--- config.mk ---
export PLATFORM = sky130hd
export DESIGN_NAME = full_adder_core_flat
export DESIGN_NICKNAME = d
export VERILOG_FILES = /design/src/rtl/full_adder_pkg.sv /design/src/rtl/full_adder_if.sv /design/src/rtl/full_adder_bit.sv /design/src/rtl/full_adder_core.sv /design/src/flat_wrapper.sv
export SDC_FILE = /design/constraint.sdc
export NUM_CORES = 1
export LEC_CHECK = 0
export ABC_AREA = 1
export CORE_AREA = 2 2 39 41
export CTS_CLUSTER_DIAMETER = 80
export DETAILED_ROUTE_END_ITERATION = 7
export DIE_AREA = 0 0 41 43
export GPL_ROUTABILITY_DRIVEN = 0
export PLACE_DENSITY = 0.33
export SYNTH_ARGS = -nofsm -noshare
export SYNTH_HDL_FRONTEND = slang
export SYNTH_HIERARCHICAL = 1
export SYNTH_SLANG_ARGS = --single-unit
--- constraint.sdc ---
create_clock -name clk -period 0.8 [get_ports clk]
set_input_delay 0.16 -clock clk [delete_from_list [all_inputs] [get_ports clk]]
set_output_delay 0.16 -clock clk [all_outputs]
set_load 0.02 [all_outputs]
--- src/rtl/full_adder_pkg.sv ---
// Shared definitions for the registered ripple-carry full adder:
// the maximum supported operand width and the 1-bit full-adder cell equation.
package full_adder_pkg;

  localparam int FA_MAX_WIDTH = 64;

  // One full-adder cell; returns {carry_out, sum}.
  function automatic logic [1:0] fa_bit(input logic a, input logic b, input logic c);
    logic s;
    logic co;
    s     = a ^ b ^ c;
    co    = (a & b) | (c & (a ^ b));
    fa_bit = {co, s};
  endfunction

endpackage

--- src/rtl/full_adder_if.sv ---
// Operand/result bundle for full_adder_core.
// Optional macro FULL_ADDER_OVF_EN adds the registered signed-overflow flag ovf.
interface full_adder_if #(
  parameter int WIDTH = 1
);

  logic             in_valid;
  logic [WIDTH-1:0] a_in;
  logic [WIDTH-1:0] b_in;
  logic             c_in;
  logic [WIDTH-1:0] sum;
  logic             carry;
  logic             out_valid;
`ifdef FULL_ADDER_OVF_EN
  logic             ovf;
`endif

  // Operand source side.
  modport master (
    output in_valid, a_in, b_in, c_in,
    input  sum, carry, out_valid
`ifdef FULL_ADDER_OVF_EN
    , input ovf
`endif
  );

  // Adder side.
  modport slave (
    input  in_valid, a_in, b_in, c_in,
    output sum, carry, out_valid
`ifdef FULL_ADDER_OVF_EN
    , output ovf
`endif
  );

endinterface

--- src/rtl/full_adder_bit.sv ---
// Single full-adder cell, one link of the ripple-carry chain.
module full_adder_bit
  import full_adder_pkg::*;
(
  input  logic a,
  input  logic b,
  input  logic c,
  output logic s,
  output logic co
);

  logic [1:0] res;

  assign res = fa_bit(a, b, c);
  assign s   = res[0];
  assign co  = res[1];

endmodule

--- src/rtl/full_adder_core.sv ---
// Registered ripple-carry adder: {carry, sum} = a_in + b_in + c_in, one cycle
// after the operands are accepted. Results load only on in_valid, so idle
// (possibly unknown) operands never reach the output registers.
// Optional macro FULL_ADDER_OVF_EN adds the registered two's-complement
// overflow flag ovf = c_WIDTH ^ c_{WIDTH-1}.
module full_adder_core
  import full_adder_pkg::*;
#(
  parameter int WIDTH = 1
) (
  input logic         clk,
  input logic         rst_n,
  full_adder_if.slave bus
);

  if ((WIDTH < 1) || (WIDTH > FA_MAX_WIDTH)) begin : g_width_check
    $error("full_adder_core: WIDTH %0d outside 1..%0d", WIDTH, FA_MAX_WIDTH);
  end

  logic [WIDTH:0]   c_p0;
  logic [WIDTH-1:0] s_p0;
  logic [WIDTH-1:0] sum_p1;
  logic             carry_p1;
  logic             vld_p1;

  assign c_p0[0] = bus.c_in;

  for (genvar i = 0; i < WIDTH; i++) begin : g_chain
    full_adder_bit u_bit (
      .a  (bus.a_in[i]),
      .b  (bus.b_in[i]),
      .c  (c_p0[i]),
      .s  (s_p0[i]),
      .co (c_p0[i+1])
    );
  end

  // Result registers: capture the ripple result only on accepted operands.
  always_ff @(posedge clk or negedge rst_n) begin
    if (!rst_n) begin
      sum_p1   <= '0;
      carry_p1 <= 1'b0;
    end else if (bus.in_valid) begin
      sum_p1   <= s_p0;
      carry_p1 <= c_p0[WIDTH];
    end
  end

  // Valid register: one output cycle per accepted operand set.
  always_ff @(posedge clk or negedge rst_n) begin
    if (!rst_n) begin
      vld_p1 <= 1'b0;
    end else begin
      vld_p1 <= bus.in_valid;
    end
  end

  assign bus.sum       = sum_p1;
  assign bus.carry     = carry_p1;
  assign bus.out_valid = vld_p1;

`ifdef FULL_ADDER_OVF_EN
  logic ovf_p1;

  // Overflow register: signed overflow is the XOR of the top two carries.
  always_ff @(posedge clk or negedge rst_n) begin
    if (!rst_n) begin
      ovf_p1 <= 1'b0;
    end else if (bus.in_valid) begin
      ovf_p1 <= c_p0[WIDTH] ^ c_p0[WIDTH-1];
    end
  end

  assign bus.ovf = ovf_p1;
`endif

endmodule

--- src/flat_wrapper.sv ---
// flat-port wrapper written by rule: the top's interface ports become plain ports
module full_adder_core_flat import full_adder_pkg::*;
#(
  parameter int WIDTH = 1
)
  (clk, rst_n, bus_in_valid, bus_a_in, bus_b_in, bus_c_in, bus_sum, bus_carry, bus_out_valid);
  full_adder_if #(.WIDTH(WIDTH)) bus_i ();
  input logic clk;
  input logic rst_n;
  input wire logic [$bits(bus_i.in_valid)-1:0] bus_in_valid;
  input wire logic [$bits(bus_i.a_in)-1:0] bus_a_in;
  input wire logic [$bits(bus_i.b_in)-1:0] bus_b_in;
  input wire logic [$bits(bus_i.c_in)-1:0] bus_c_in;
  output wire logic [$bits(bus_i.sum)-1:0] bus_sum;
  output wire logic [$bits(bus_i.carry)-1:0] bus_carry;
  output wire logic [$bits(bus_i.out_valid)-1:0] bus_out_valid;
  assign bus_i.in_valid = bus_in_valid;
  assign bus_i.a_in = bus_a_in;
  assign bus_i.b_in = bus_b_in;
  assign bus_i.c_in = bus_c_in;
  assign bus_sum = bus_i.sum;
  assign bus_carry = bus_i.carry;
  assign bus_out_valid = bus_i.out_valid;
  full_adder_core #(.WIDTH(WIDTH)) u_core (.clk(clk), .rst_n(rst_n), .bus(bus_i));
endmodule
-- Word-level counts from Yosys, hierarchy flattened
Index checks and enable logic that the tools add are counted.
- flip-flop bits (word level): 3
- latch bits: 0
- memory bits (writable): 0
- bits in read-only memories: 0
- output and inout port bits: 3
- logic and storage cells: 8
- memories kept: 0
- add/subtract/negate cells: 0
- multipliers: 0
- divide/modulo/power cells: 0
- order comparisons: 0
- eq/ne operators: 0
- shift operators: 0
- multiplexer cells: 0
- bitwise operators: 5
- reductions and logical operators: 0
- operators with widths (kind ; number):
    $and A1 B1 Y1 ; 2
    $xor A1 B1 Y1 ; 2
    $or A1 B1 Y1 ; 1

-- Longest topological paths before layout
- depth after elaboration: 3
- mapped depth: 3
- mapped depth without buffers: 3

-- Hierarchy
The synthesis kept the hierarchy.
- modules (own cells, without submodules) (module ; times used ; cells an instance ; area each (um^2)):
    full_adder_core ; 1 ; 10 ; 101.3
    full_adder_bit ; 1 ; 1 ; 20.0

-- Least setup slack after synthesis
Ideal clock, no wire load.
- path type: input to register
- from: in bus_a_in
- to: reg u_core.sum_p1, in the netlist u_core/bus.sum
- setup time: 0.065 ns
- arrival time: 0.765 ns
- required time: 0.735 ns
- slack: -0.030 ns
- stages on the path: 3
- path buffers: 0
- path through: fa_1 nand2_1 nand2_1
- cells in the longest elaborated chain, start to end: 2
- RTL lines (item ; line ; RTL):
    start: declaration ; flat_wrapper.sv:11 ; input wire logic [$bits(bus_i.a_in)-1:0] bus_a_in;
    $xor A1 B1 Y1 (2 in a row) ; full_adder_pkg.sv:11 ; s = a ^ b ^ c;
    end signal: assignment ; full_adder_core.sv:44 ; sum_p1 <= s_p0;
    end: declaration ; full_adder_core.sv:22 ; logic [WIDTH-1:0] sum_p1;
Every way passes these cells.
A chain may end at the register's enable or synchronous reset.

-- Worst setup path after layout
- from: reg u_core.sum_p1, in the netlist u_core/bus.sum
- to: out bus_sum
- RTL lines (item ; line ; RTL):
    end: declaration ; flat_wrapper.sv:14 ; output wire logic [$bits(bus_i.sum)-1:0] bus_sum;
No word-level cell between the ends.

==> impl_metrics.toml <==
[synth]
synth.distinct_cells = 4
yosysSeqAreaShare = 0.6186
synth.area.top_cells = "dfrtp_1 62%, nand2_1 19%, fa_1 16%"
yosysWarnings = 6
synth_area_leader_cell = "dfrtp_1"
synth_area_um2 = 121.4
ys_ff_latch = 3
synth_top_cell_area_share = 0.6186
synthCells = 11
synth_area_per_cell_um2 = 11.03
syn-num-nets = 18

[worst_setup_path]
critical_path_buf_inv_count = 1
r2r_slack_ns = -0.03
cp_slowest_stage_delay_ns = 0.38
cp-end-kind = "output port"
reg2reg_from = "u_core/bus.carry"
path_max_fanout = 2
critPathArrivalTime_ns = 0.74
cp-start-kind = "register"
rr_endpoint = "u_core/bus.carry"
r2r_cells = 4
crit_chain = "buf_6"
worstPathRequired_ns = 0.64
crit_family = "flip-flops"
critPathKind = "register to output port"
critPathSlowestCell = "dfrtp_1"

[route]
vias = 127
finalWirelength_um = 293
drtAntennaViolNets = 0
avgRoutedWirePerCell_um = 6.976
drcViolationCount = 0
routed_via_density = 3.024
drtIter0Drc = 5
dr.pass1.iters = 2

[global_route]
grt_pass1_wl_um = 462
grt_max_degree = 5
groute.usage.overall = 0.04834
first_global_vias = 114
grt_remaining_overflow = 0
antenna_found_initial = 0

[sta]
fin_crit_ns = 0.8995
fmax_mhz = 1112
whs_ns = 0.1107
slew_headroom = 0.9020
layout_setup_ws_ns = -0.09953
post-route-period-util = 1.124
rsz0062_at_grt = "true"
worstMarginPinSlew_ns = 0.1468
fin_setup_tns_ns = -0.3086
hold_violations = 0
clock_skew_ns = 0
drv_slew = 0
setup_viol = 4

[layout]
antenna_cells_inserted = 0
fin_util = 0.1890
drive_above_1_share = 0.4615
layout.nets = 34
multi_input_area_um2 = 42.54
fin_area_um2 = 261.5
syn2layout_area_growth_pct = 115.5
final_cells = 42
register_area_um2 = 75.07
nFillCells = 153

[floorplanning]
die-area_um2 = 1763
io_pins = 9
chipHeight_um = 43
die_x_um = 41
core_um2 = 1384
rows = 14
start_util = 0.08770

[power]
p_leak_uw = 0.0001432
p_per_area_nw_per_um2 = 2150
ir_worst_vdd_mv = 0.4265

[cts]
clkSinkCount = 3
cts_tree = "done"
clockBufferDepth = 2
cts-root-buf = "clkbuf_4"
clk_pin_slew_ns = 0.04
holdBufCountCts = 0
htreeDepth = 1
cts-buffers-inserted = 3
worstSkewPairLatency_ns = 0.23

[placed_design]
numPortBuffers = 8
dpl-instance-area_um2 = 221.5
placed_cells = 35
dp_hpwl_um = 207.6

[outcome]
violations = "setup timing"
status = "finished, violations left"

[run]
maxCapViolCount = 0

[min_path]
holdCritPathClass = "primary input to async pin"
worst max-delay path by stage:
stage	start	to	depth (start not counted)
6_report	u_core/bus.sum	bus_sum	1
3_3_place_gp	bus_a_in	u_core/bus.sum	4
5_1_grt	u_core/bus.sum	bus_sum	1
2_1_floorplan	bus_a_in	u_core/bus.sum	3
4_1_cts	u_core/bus.sum	bus_sum	1
3_5_place_dp	bus_a_in	u_core/bus.sum	4
routing by layer:
| layer | routed length, um | share of wire | vias to the layer above | GRT usage |
|---|---|---|---|---|
| li1 | - | - | 63 | - |
| met1 | 134 | 0.46 | 53 | 0.05195 |
| met2 | 103 | 0.35 | 9 | 0.04063 |
| met3 | 47 | 0.16 | 2 | 0.05236 |
| met4 | 8 | 0.027 | 0 | 0.06000 |
| met5 | 0 | 0 | - | 0 |
cell usage in the layout (no fill, tap or decap):
| master | n |
|---|---|
| buf_2 | 1 |
| buf_4 | 3 |
| buf_6 | 3 |
| clkbuf_1 | 1 |
| clkbuf_2 | 2 |
| clkbuf_4 | 3 |
| clkdlybuf4s50_1 | 1 |
| dfrtp_1 | 3 |
| dlymetal6s2s_1 | 1 |
| fa_1 | 1 |
| inv_1 | 1 |
| nand2_1 | 6 |
area by class of cell:
| class | count | area share |
|---|---|---|
| Timing Repair Buffer | 11 | 0.3589 |
| Tap cell | 16 | 0.07655 |
| Sequential cell | 3 | 0.2871 |
| Inverter | 1 | 0.01435 |
| Clock buffer | 4 | 0.1005 |
| Multi-Input combinational cell | 7 | 0.1627 |
Yosys cell counts:
| cell type | count |
|---|---|
| nand2_1 | 6 |
| dfrtp_1 | 3 |
| fa_1 | 1 |
| inv_1 | 1 |
power breakdown:
part	switching [uW]	internal, uW	leakage, uW	total [uW]
clock	72.1	187	0.0000150	259
combinational	51.9	73.3	0.0000922	125
sequential	9.78	169	0.0000360	178
total	134	428	0.000143	562
through the flow:
step	total power, uW	worst slack [ns]
global route	603.4	-0.1210
detailed placement	282.4	-0.5011
CTS	575.2	-0.1088
floorplan	215.2	-0.03017
finish	562.2	-0.09953
global placement	280.3	-0.4947
repair_timing:
item	CTS	global route
buffers inserted	2	1
gates resized for setup	26	3
pin swaps	2	1
setup endpoints to repair	5	4
endpoints found under the hold margin	0	0
cell families (layout without fill, tap and decap cells):
| group | Yosys count | count (layout) | share of synthesized area |
|---|---|---|---|
| adder cells (fa/ha/maj) | 1 | 1 | 0.1650 |
| buffers and inverters | 1 | 16 | 0.03090 |
| flip-flops | 3 | 3 | 0.6185 |
| AND/OR/NAND/NOR | 6 | 6 | 0.1856 |
worst register-to-register path, cell delays in order, from the launching register on:
cell and delay [ns]:
dfrtp_1 0.37, buf_4 0.13, buf_4 0.12, nand2_1 0.06, nand2_1 0.04
registers in the layout (all words and copies together) (netlist names):
name,flops
u_core/bus.carry,1
u_core/bus.out_valid,1
u_core/bus.sum,1
Note: power is estimated with default switching activity, not from simulation.
